===== config.mk =====
export PLATFORM = sky130hd
export DESIGN_NAME = caliptra_apb_arbiter
export DESIGN_NICKNAME = d
export VERILOG_FILES = /design/src/rtl/caliptra_apb_arbiter.sv
export SDC_FILE = /design/constraint.sdc
export NUM_CORES = 1
export LEC_CHECK = 0
export CAP_MARGIN = 20
export CELL_PAD_IN_SITES_DETAIL_PLACEMENT = 0
export CELL_PAD_IN_SITES_GLOBAL_PLACEMENT = 2
export CORE_MARGIN = 2
export CORE_UTILIZATION = 18
export CTS_CLUSTER_DIAMETER = 200
export CTS_CLUSTER_SIZE = 20
export DETAILED_ROUTE_END_ITERATION = 16
export GPL_TIMING_DRIVEN = 0
export PLACE_DENSITY = 0.84
export SLEW_MARGIN = 20
export SYNTH_ARGS = -nofsm -noshare
export SYNTH_HDL_FRONTEND = slang
export SYNTH_SLANG_ARGS = --single-unit

===== constraint.sdc =====
create_clock -name core_clk -period 1.6 [get_ports core_clk]
set_clock_uncertainty 0.2 [all_clocks]
set_input_delay 0.24 -clock core_clk [delete_from_list [all_inputs] [get_ports core_clk]]
set_output_delay 0.24 -clock core_clk [all_outputs]
set_load 0.02 [all_outputs]

===== src/rtl/caliptra_apb_arbiter.sv =====
// caliptra_apb_arbiter: round-robin two-master APB arbiter onto the Caliptra wrapper slave port.
// Optional ACCESS-phase watchdog enabled by defining CALIPTRA_APB_ARB_TIMEOUT_EN.
module caliptra_apb_arbiter #(
    parameter int ADDR_WIDTH     = 32,
    parameter int DATA_WIDTH     = 32,
    parameter int USER_WIDTH     = 32,
    parameter int TIMEOUT_CYCLES = 1024
) (
    input  logic                  core_clk,
    input  logic                  core_rst,
    input  logic                  m0_psel,
    input  logic                  m0_penable,
    input  logic                  m0_pwrite,
    input  logic [ADDR_WIDTH-1:0] m0_paddr,
    input  logic [DATA_WIDTH-1:0] m0_pwdata,
    input  logic [2:0]            m0_pprot,
    input  logic [USER_WIDTH-1:0] m0_pauser,
    output logic [DATA_WIDTH-1:0] m0_prdata,
    output logic                  m0_pready,
    output logic                  m0_pslverr,
    input  logic                  m1_psel,
    input  logic                  m1_penable,
    input  logic                  m1_pwrite,
    input  logic [ADDR_WIDTH-1:0] m1_paddr,
    input  logic [DATA_WIDTH-1:0] m1_pwdata,
    input  logic [2:0]            m1_pprot,
    input  logic [USER_WIDTH-1:0] m1_pauser,
    output logic [DATA_WIDTH-1:0] m1_prdata,
    output logic                  m1_pready,
    output logic                  m1_pslverr,
    output logic                  s_psel,
    output logic                  s_penable,
    output logic                  s_pwrite,
    output logic [ADDR_WIDTH-1:0] s_paddr,
    output logic [DATA_WIDTH-1:0] s_pwdata,
    output logic [2:0]            s_pprot,
    output logic [USER_WIDTH-1:0] s_pauser,
    input  logic [DATA_WIDTH-1:0] s_prdata,
    input  logic                  s_pready,
    input  logic                  s_pslverr,
    output logic [1:0]            grant,
    output logic                  timeout_evt
);

    typedef enum logic [1:0] {IDLE, SETUP, ACCESS, DONE} state_t;

    state_t                state_q, state_d;
    logic [1:0]            gnt_q, gnt_d;
    logic                  last_q, last_d;
    logic                  win1;
    logic [ADDR_WIDTH-1:0] addr_q, addr_d;
    logic                  write_q, write_d;
    logic [DATA_WIDTH-1:0] wdata_q, wdata_d;
    logic [DATA_WIDTH-1:0] rdata_q, rdata_d;
    logic [2:0]            prot_q, prot_d;
    logic [USER_WIDTH-1:0] user_q, user_d;
    logic                  err_q, err_d;
    logic                  unused_ok;

`ifdef CALIPTRA_APB_ARB_TIMEOUT_EN
    localparam int CW = $clog2(TIMEOUT_CYCLES);
    logic [CW-1:0] cnt_q, cnt_d;
    logic          tevt_q, tevt_d;
    assign unused_ok   = m0_penable ^ m1_penable;
    assign timeout_evt = tevt_q;
`else
    assign unused_ok   = ^{m0_penable, m1_penable, 32'(TIMEOUT_CYCLES)};
    assign timeout_evt = 1'b0;
`endif

    // m1 wins when it is the only requester, or on a tie when m0 owned the last transfer
    assign win1 = m1_psel & (~m0_psel | ~last_q);

    always_comb begin
        state_d = state_q;
        gnt_d   = gnt_q;
        last_d  = last_q;
        addr_d  = addr_q;
        write_d = write_q;
        wdata_d = wdata_q;
        prot_d  = prot_q;
        user_d  = user_q;
        rdata_d = rdata_q;
        err_d   = err_q;
`ifdef CALIPTRA_APB_ARB_TIMEOUT_EN
        cnt_d   = cnt_q;
        tevt_d  = 1'b0;
`endif
        case (state_q)
            IDLE: begin
                if (m0_psel | m1_psel) begin
                    state_d = SETUP;
                    gnt_d   = win1 ? 2'b10 : 2'b01;
                    last_d  = win1;
                    addr_d  = win1 ? m1_paddr  : m0_paddr;
                    write_d = win1 ? m1_pwrite : m0_pwrite;
                    wdata_d = win1 ? m1_pwdata : m0_pwdata;
                    prot_d  = win1 ? m1_pprot  : m0_pprot;
                    user_d  = win1 ? m1_pauser : m0_pauser;
                end
            end
            SETUP: begin
                state_d = ACCESS;
`ifdef CALIPTRA_APB_ARB_TIMEOUT_EN
                cnt_d   = '0;
`endif
            end
            ACCESS: begin
                if (s_pready) begin
                    state_d = DONE;
                    rdata_d = write_q ? '0 : s_prdata;
                    err_d   = s_pslverr;
                end
`ifdef CALIPTRA_APB_ARB_TIMEOUT_EN
                else if (cnt_q == CW'(TIMEOUT_CYCLES - 1)) begin
                    state_d = DONE;
                    rdata_d = '0;
                    err_d   = 1'b1;
                    tevt_d  = 1'b1;
                end else begin
                    cnt_d = cnt_q + 1'b1;
                end
`endif
            end
            default: state_d = IDLE;
        endcase
    end

    always_ff @(posedge core_clk) begin
        if (core_rst) begin
            state_q <= IDLE;
            gnt_q   <= '0;
            last_q  <= 1'b1;
            addr_q  <= '0;
            write_q <= 1'b0;
            wdata_q <= '0;
            prot_q  <= '0;
            user_q  <= '0;
            rdata_q <= '0;
            err_q   <= 1'b0;
`ifdef CALIPTRA_APB_ARB_TIMEOUT_EN
            cnt_q   <= '0;
            tevt_q  <= 1'b0;
`endif
        end else begin
            state_q <= state_d;
            gnt_q   <= gnt_d;
            last_q  <= last_d;
            addr_q  <= addr_d;
            write_q <= write_d;
            wdata_q <= wdata_d;
            prot_q  <= prot_d;
            user_q  <= user_d;
            rdata_q <= rdata_d;
            err_q   <= err_d;
`ifdef CALIPTRA_APB_ARB_TIMEOUT_EN
            cnt_q   <= cnt_d;
            tevt_q  <= tevt_d;
`endif
        end
    end

    assign s_psel    = (state_q == SETUP) | (state_q == ACCESS);
    assign s_penable = state_q == ACCESS;
    assign s_paddr   = addr_q;
    assign s_pwrite  = write_q;
    assign s_pwdata  = wdata_q;
    assign s_pprot   = prot_q;
    assign s_pauser  = user_q;
    assign grant     = (state_q == IDLE) ? 2'b00 : gnt_q;

    // responses are only visible to the owner, and only during DONE
    assign m0_pready  = (state_q == DONE) & gnt_q[0];
    assign m1_pready  = (state_q == DONE) & gnt_q[1];
    assign m0_prdata  = m0_pready ? rdata_q : '0;
    assign m1_prdata  = m1_pready ? rdata_q : '0;
    assign m0_pslverr = m0_pready & err_q;
    assign m1_pslverr = m1_pready & err_q;

endmodule

; ---- Word-level counts from Yosys, hierarchy flattened
; Cells that the tools add are included.
[classes]
bitwise_logic = 10
n_lt_le_gt_ge = 0
div_mod_pow = 0
reduce_logical = 4
multipliers = 0
addsub = 0
shifts = 0
muxes = 13
eq_ne = 5
[op_table]
columns = op, n
row1 = $mux W32, 6
row2 = $mux W2, 4
row3 = $pmux W2 S3, 1
row4 = $reduce_and A2 Y1, 3
row5 = $and A1 B1 Y1, 5
row6 = $eq A2 B2 Y1 const B, 2
row7 = $mux W3, 1
row8 = $or A1 B1 Y1, 3
row9 = $eq A2 B1 Y1 const B, 1
row10 = $logic_not A2 Y1, 1
row11 = $ne A2 B1 Y1 const B, 1
row12 = $ne A2 B2 Y1 const B, 1
row13 = $not A1 Y1, 2
row14 = $mux W1, 1
[totals]
ram_bits = 0
rom_bits = 0
elab_cells = 42
output_inout_bits = 173
reg_bits = 138
latch_bits = 0
memories = 0

; ---- Longest topological paths before layout
; Gate-level depths: netlist of run 1.
[depth]
word_depth = 4
ltp_mapped = 7
depth_no_buf = 5

; ---- Worst setup path before layout of run 1
; No wires, ideal clock.
[synth_path]
path_type = reg2reg
from = register state_q[0]
to = register addr_q[0] (netlist: s_paddr[0])
n_path_buf = 2
required_ns = 1.278
arrival_time_ns = 1.406
slack_ns = -0.127
path_stages_with_launch = 8
period_less_slack_ns = 1.727
path_cell_list = dfxtp_1 -> inv_1 -> ha_1 -> nand2_1 -> nor3b_2 -> buf_6 -> buf_6 -> a221o_1
[synth_via]
elab_chain_len = 2
[synth_rtl]
columns = element, line_no
row1 = from (decl), 47  ; state_t state_q, state_d;
row2 = from (signal assigned), 146  ; state_q <= state_d;
row3 = $logic_not A2 Y1, 89  ; case (state_q)
row4 = $reduce_and A2 Y1 (no source line), n/a
row5 = to (signal assigned), 149  ; addr_q <= addr_d;
row6 = to (decl), 51  ; logic [ADDR_WIDTH-1:0] addr_q, addr_d;
; Every way passes these cells.
; A chain may end at the register's enable or synchronous reset.

; ---- Final worst setup path of run 1
[layout_path]
from = register state_q[0]
to = output m1_prdata[26]
[layout_via]
elab_chain_len = 3
[layout_rtl]
columns = element, line_no
row1 = $eq A2 B2 Y1, 174  ; assign m1_pready = (state_q == DONE) & gnt_q[1];
row2 = $and A1 B1 Y1, 174
row3 = $mux W32, 176  ; assign m1_prdata = m1_pready ? rdata_q : '0;
row4 = to (decl), 28  ; output logic [DATA_WIDTH-1:0] m1_prdata,
; Every way passes these cells.

==> metrics.md, run 1 <==
| Metric | Value |
|---|---|
| CTS tree | `built` |
| Layout Nets | `1313` |
| Clock buffer depth | `2` |
| Share of synthesized registers carrying an async set or reset | `0` |
| Failing checks | `negative setup slack` |
| Part of the power in registers | `0.299` |
| Chip Height | `192 microns` |
| PortBufs | `407` |
| Power consumption | `16.4 mW` |
| # diodes | `0` |
| Fmax | `slightly below 500 MHz` |
| Vias in the first global route | `7283` |
| Reg2Reg Launch Point | `state_q[1]` |
| Fillers | `3499` |
| Max Slew Vio Count | `0` |
| CTS Hold Bufs | `0` |
| Boundary pin count | `413` |
| Reg2reg path depth | `10` |
| Hold Startpoint | `s_pready` |
| Critical Setup Path Class | `flip-flop to primary output` |
| First-pass GRT wire length | `45.1 mm` |
| Sw frac | `0.356` |
| Synth unique cells | `31` |
| H-tree lvl count | `4` |
| Clk_lat worst skew | `0.42 ns` |
| Root Driver | `clkbuf_16` |
| Critical path arrival | `1.61 ns` |
| Die Wd | `192 microns` |
| RSZ-0062 raised after global routing | `yes` |
| Peak supply drop | `0.000657 V` |
| Routed WL | `about 32 mm` |
| Core area | `34600 sq um` |
| Max_cap viols | `0` |
| Syn-to-layout area delta | `98.6%` |
| GPL Wtd Cong | `0.807` |
| CTS clk-pin slew, worst paths | `0.07 ns` |
| Post-Syn Area per Cell | `10.3 sq um` |
| Leakage power | `slightly above 5 nW` |
| Area of the multi-input gates | `3210 sq um` |
| Detailed Route Iter0 Violations | `256` |
| Setup TNS | `-66.62 ns` |
| Worst Setup Start Kind | `flip-flop` |
| Final hold violation count | `0` |
| Sequential-to-total area share from yosys stat | `0.436` |
| Worst reg2reg path endpoint | `s_pwdata[31]` |
| Util after Layout | `0.364` |
| R2r setup slk | `-0.43 ns` |
| Pre-Repair DR Iteration Count | `4` |
| Syn_nets | `856` |
| Critical path fanouts, max | `7` |
| Logic gate share of total power | `0.452` |
| Hold Crit Class | `input port to flip-flop` |
| GRT Overall Usage | `0.165` |
| Final ANT Viol Nets | `0` |
| Total number of vias | `roughly 7000` |
| Core Rows | `68` |
| Total CTS buffers | `17` |
| EDFF count, synth | `0` |
| Clk sinks | `138` |
| Top_reg_cell synth | `dfxtp_1` |
| DR WL/cell | `roughly 20 microns` |
| Power Internal | `10.5 mW` |
| Final setup viols | `173` |
| Status | `finished with violations` |
| # DRC | `0` |
| DPL Wire Length | `23.1 mm` |
| Initial antenna violation count | `1` |
| Post-layout min period | `2.05 ns` |
| P per Cell Area | `1300 nW/um^2` |
| Clock power share | `0.250` |
| WHS Path Cells | `3` |
| Remaining Overflow, GRT | `0` |
| Final WS setup | `-0.447 ns` |
| Initial Util | `0.183` |
| Die area | `around 37000 sq um` |
| Layout cells sized above 1 | `0.252` |
| Hold slack final | `0.0951 ns` |
| WP data required | `approximately 1.2 ns` |
| Yosys reg bits | `138` |
| Yosys Warn Count | `0` |
| Largest net degree at the start of global routing | `17` |
| Crit path capture type | `primary output` |
| Synthesized area | `6340 sq um` |
| Routed vias/inst | `4.57` |
| Switching power | `5.81 mW` |
| Min-Delay Endpoint | `rdata_q[0]` |
| Mapped Cells | `~610` |
| Fin crit share | `1.28` |
| Register area | `2780 sq um` |
## cells by family (layout without fill, tap and decap cells)
group | count (synthesis) | after routing | share of synthesized area
DFF | 138 | 138 | 0.436
AOI/OAI and AO/OA | 139 | 139 | 0.191
and+or+nand+nor | 252 | 252 | 0.266
adders and majority gates | 3 | 3 | 0.00592
muxes | 1 | 1 | 0.00158
buffers and inverters | 79 | 549 | 0.0981
other | 1 | 1 | 0.000592
## per-stage QoR
step	instances	setup WS, ns	area [sq um]
after detailed placement	1475	-0.844	11000
after global routing	1538	-0.508	12600
after floorplan	613	0.00286	6390
final	1538	-0.447	12600
after global placement	1475	-0.847	11000
after CTS	1534	-0.511	12500
## placed cells by master, fill, tap and decap left out, types with 3 or more instances in the layout
cell and instances:
clkdlybuf4s50_1 235, dfxtp_1 133, a221o_1 100, nor3b_1 85, dlygate4sd2_1 62, buf_6 54
and3_1 46, nand2_1 34, nand4b_1 32, a21oi_1 32, buf_4 31, buf_8 27
clkbuf_16 25, clkdlybuf4s15_1 23, and3_4 20, clkdlybuf4s15_2 19, nor3b_2 15, buf_2 15
buf_12 9, buf_16 9, clkbuf_1 8, clkbuf_2 7, nor2_1 6, clkinv_4 5
clkbuf_4 3, nand2_4 3, clkbuf_8 3, clkinvlp_4 3, dfxtp_4 3
## sequential cells by signal, indices dropped and copies added (netlist names)
signal	flops
s_pwrite	1
s_pprot	3
state_q	2
last_q	1
s_pauser	32
gnt_q	2
err_q	1
s_pwdata	32
s_paddr	32
rdata_q	32
## critical path: stages (launching register included)
cell	delay, ns
dfxtp_4	0.37
ha_4	0.21
clkbuf_16	0.19
buf_8	0.12
and3_4	0.18
buf_6	0.12
## area by class of cell
cell class                      instances  area share
Inverter                                2    0.000795
Sequential cell                       138       0.221
Buffer                                 75      0.0673
Multi-Input combinational cell        396       0.255
Clock inverter                         13      0.0115
Tap cell                              455      0.0452
Timing Repair Buffer                  440       0.363
Clock buffer                           19      0.0360
## Yosys cell counts, drive strengths merged (3+ instances only)
cell type	instances	share of area
buf	47	0.072
a221o	100	0.16
nand4b	32	0.044
nor2	6	0.0036
nand2	37	0.022
clkbuf	28	0.021
dfxtp	138	0.44
and2b	3	0.0039
and3	66	0.065
nor3b	101	0.12
ha	3	0.0059
a21oi	34	0.027
## worst max path at each step
stage                           from  cells after the start       endpoint  slack (ns)
after floorplan           state_q[1]                      7    s_paddr[18]       0.003
after global placement    state_q[1]                      5  m1_prdata[26]       -0.85
after detailed placement  state_q[1]                      5  m1_prdata[26]       -0.84
after CTS                 state_q[1]                      4   m0_prdata[5]       -0.51
after global routing      state_q[0]                      5  m1_prdata[26]       -0.51
final                     state_q[0]                      5  m1_prdata[26]       -0.45
## power groups by stage
stage / combinational [mW] / clock (mW) / sequential, mW
after detailed placement: 6.56 / 0 / 4.95
after CTS: 7.35 / 4.20 / 4.88
after global placement: 6.55 / 0 / 4.91
after floorplan: 2.49 / 0 / 5.78
final: 7.38 / 4.08 / 4.89
after global routing: 7.81 / 4.37 / 5.00
## layer usage
metal	part of all wire	wire, microns	vias to the layer above	track usage
li1	-	-	3291	-
met1	0.40	12600	3398	0.181
met2	0.51	16000	295	0.296
met3	0.072	2280	37	0.0488
met4	0.025	787	2	0.0636
met5	0.00041	13	-	0
## what timing repair did
item	4_1_cts	5_1_grt
resized for setup	602	99
buffers inserted	11	3
gates cloned	16	6
pin swaps	34	50
setup endpoints to repair	304	225
No activity file was read; power rests on OpenSTA's default activity.
==> run 2: changes to the inputs <==
--- a/config.mk
+++ b/config.mk
@@ -8,12 +8,14 @@
 export CAP_MARGIN = 20
 export CELL_PAD_IN_SITES_DETAIL_PLACEMENT = 0
 export CELL_PAD_IN_SITES_GLOBAL_PLACEMENT = 2
+export CORE_ASPECT_RATIO = 0.8
 export CORE_MARGIN = 2
 export CORE_UTILIZATION = 18
 export CTS_CLUSTER_DIAMETER = 200
 export CTS_CLUSTER_SIZE = 20
 export DETAILED_ROUTE_END_ITERATION = 16
 export GPL_TIMING_DRIVEN = 0
+export MAX_ROUTING_LAYER = met4
 export PLACE_DENSITY = 0.84
 export SLEW_MARGIN = 20
 export SYNTH_ARGS = -nofsm -noshare
==> run 2 against run 1 <==
  * The flow still finishes with violations (negative setup slack)
  * Utilization up 1.5 points
  * Setup slack better by 0.0043 ns
  * Highest routed layer is now met4
  * Combinational power up 7.0%
  * Via count up 1.0%
  * Cell count up 2.1%
  * Worst hold slack better by 0.095 ns
  * Non-clock buffer count up 16
  * Cell area up 4.4%
  * Wire length about the same
  * Critical path type unchanged
==> metrics.md, run 2 (synthesis gave the netlist of run 1 again) <==
| Metric | Value |
|---|---|
| Status | `finished with violations` |
| Failing checks | `negative setup slack` |
| Final hold violation count | `0` |
| GPL Wtd Cong | `0.834` |
| Power consumption | `17.2 mW` |
| Clock buffer depth | `2` |
| Slowest CP cell | `dfxtp_4` |
| Hold Crit Class | `input port to flip-flop` |
| Detailed Route Iter0 Violations | `337` |
| Critical path fanouts, max | `7` |
| Leakage power | `about 5.4 nW` |
| Crit-path cells | `ha_4 -> clkbuf_16 -> clkbuf_16 -> and3_4 -> buf_6` |
| CTS clk-pin slew, worst paths | `0.06 ns` |
| H-tree lvl count | `4` |
| Largest net degree at the start of global routing | `17` |
| Peak supply drop | `0.000716 V` |
| Die Wd | `about 210 microns` |
| Clk sinks | `138` |
| Final WS setup | `-0.443 ns` |
| CTS tree | `built` |
| DPL Wire Length | `22.4 mm` |
| Syn-to-layout area delta | `107%` |
| Core Rows | `61` |
| Boundary pin count | `413` |
| Most frequent cells in the layout | `clkdlybuf4s50_1, dfxtp_1, a221o_1` |
| Critical path arrival | `roughly 1.6 ns` |
| # DRC | `0` |
| Max Slew Vio Count | `0` |
| Layout cells sized above 1 | `0.307` |
| Remaining Overflow, GRT | `0` |
| Final ANT Viol Nets | `0` |
| Area of the multi-input gates | `3490 sq um` |
| Clk_lat worst skew | `0.43 ns` |
| PortBufs | `407` |
| Core area | `34700 sq um` |
| R2r setup slk | `-0.43 ns` |
| GRT Overall Usage | `0.164` |
| Total number of vias | `7096` |
| Layout Nets | `~1300` |
| Routed vias/inst | `about 4.5` |
| Crit path capture type | `primary output` |
| CP most frequent cell | `clkbuf_16` |
| P per Cell Area | `1310 nW/um^2` |
| Most common cell after layout, fill and taps aside | `clkdlybuf4s50_1` |
| Die area | `36700 sq um` |
| Max incr delay on CP | `0.36 ns` |
| First-pass GRT wire length | `43.5 mm` |
| Final setup viols | `206` |
| Fin crit share | `1.28` |
| Max_cap viols | `0` |
| Max_slew headroom | `0.548` |
| Initial antenna violation count | `0` |
| Chip Height | `172 microns` |
| Fmax | `approximately 490 MHz` |
| Worst Setup Start Kind | `flip-flop` |
| Initial Util | `0.183` |
| Fillers | `3488` |
| Register area | `around 2800 sq um` |
| Root Driver | `clkbuf_16` |
| RSZ-0062 raised after global routing | `yes` |
| WP data required | `between 1 and 1.5 ns` |
| Total CTS buffers | `17` |
| Setup TNS | `-65.14 ns` |
| # diodes | `0` |
| CP top delay family | `buffers and inverters` |
| Post-layout min period | `2.04 ns` |
| Crit path buf inv count | `3` |
| Routed WL | `31.7 mm` |
| Worst slack, placed | `-0.790 ns` |
| Pre-Repair DR Iteration Count | `4` |
| Critical Setup Path Class | `flip-flop to primary output` |
| DR WL/cell | `20.2 microns` |
| Worst slew pin tran | `slightly below 0.7 ns` |
| Vias in the first global route | `7143` |
-- run 2: cell types whose count changed in the layout (fill, tap and decap cells not counted), sizes merged --
cell / delta
buf: +9
bufinv: +2
clkbuf: +14
clkdlybuf4s15: -11
clkinv: -3
clkinvlp: -1
dlygate4sd2: +3
inv: +2
nand2: +1
-- run 2: area by class of cell --
type | count | share of cell area
timing repair buffer | 456 | 0.359
multi-input combinational | 397 | 0.266
sequential | 138 | 0.211
buffer | 75 | 0.0710
tap | 472 | 0.0450
clock buffer | 18 | 0.0327
clock inverter | 13 | 0.0147
inverter | 2 | 0.000762
-- run 2: worst paths after layout --
kind / cells after the start / endpoint / startpoint
setup / recovery: 5 / m1_prdata[26] / state_q[1]
hold / removal: 3 / err_q / s_pslverr
setup reg to reg: 10 / s_pwdata[23] / state_q[0]
hold reg to reg: 2 / rdata_q[11] / rdata_q[11]
-- run 2: worst register-to-register path, cell delays in order (launching register included) --
cell and delay (ns):
dfxtp_4 0.35, buf_6 0.12, inv_4 0.05, ha_4 0.16
buf_6 0.11, o21a_4 0.13, buf_6 0.13, buf_12 0.17
clkbuf_16 0.18, nor3b_2 0.04, a221o_1 0.27
-- run 2: per-layer routing --
metal | vias up | wire length, microns | part of all wire | track usage
met5 | - | 0 | 0 | -
met4 | 0 | 571 | 0.018 | 0.0477
met1 | 3458 | 13400 | 0.42 | 0.193
met3 | 28 | 2330 | 0.074 | 0.0515
li1 | 3337 | - | - | -
met2 | 273 | 15400 | 0.49 | 0.270
-- run 2: timing repair --
action	4_1_cts	5_1_grt
hold buffers	0	0
setup endpoints to repair	302	242
gates resized for setup	607	152
cloned	15	14
pin swaps	16	98
buffers inserted	13	13
-- run 2: through the flow --
stage               utilization  area [sq um]  cells  hold WS (ns)
detailed placement        0.318         11100   1492         0.255
finish                    0.378         13100   1571         0.190
global route              0.378         13100   1571         0.192
floorplan                     -          6390    613         0.178
global placement          0.318         11100   1492         0.248
CTS                       0.360         12500   1551         0.111
-- run 2: report_power, final --
group	switching (mW)	leakage (nW)	internal [mW]	total, mW
logic	3.79	3.94	4.11	7.90
clock network	1.76	0.297	2.62	4.38
registers	0.524	1.14	4.36	4.89
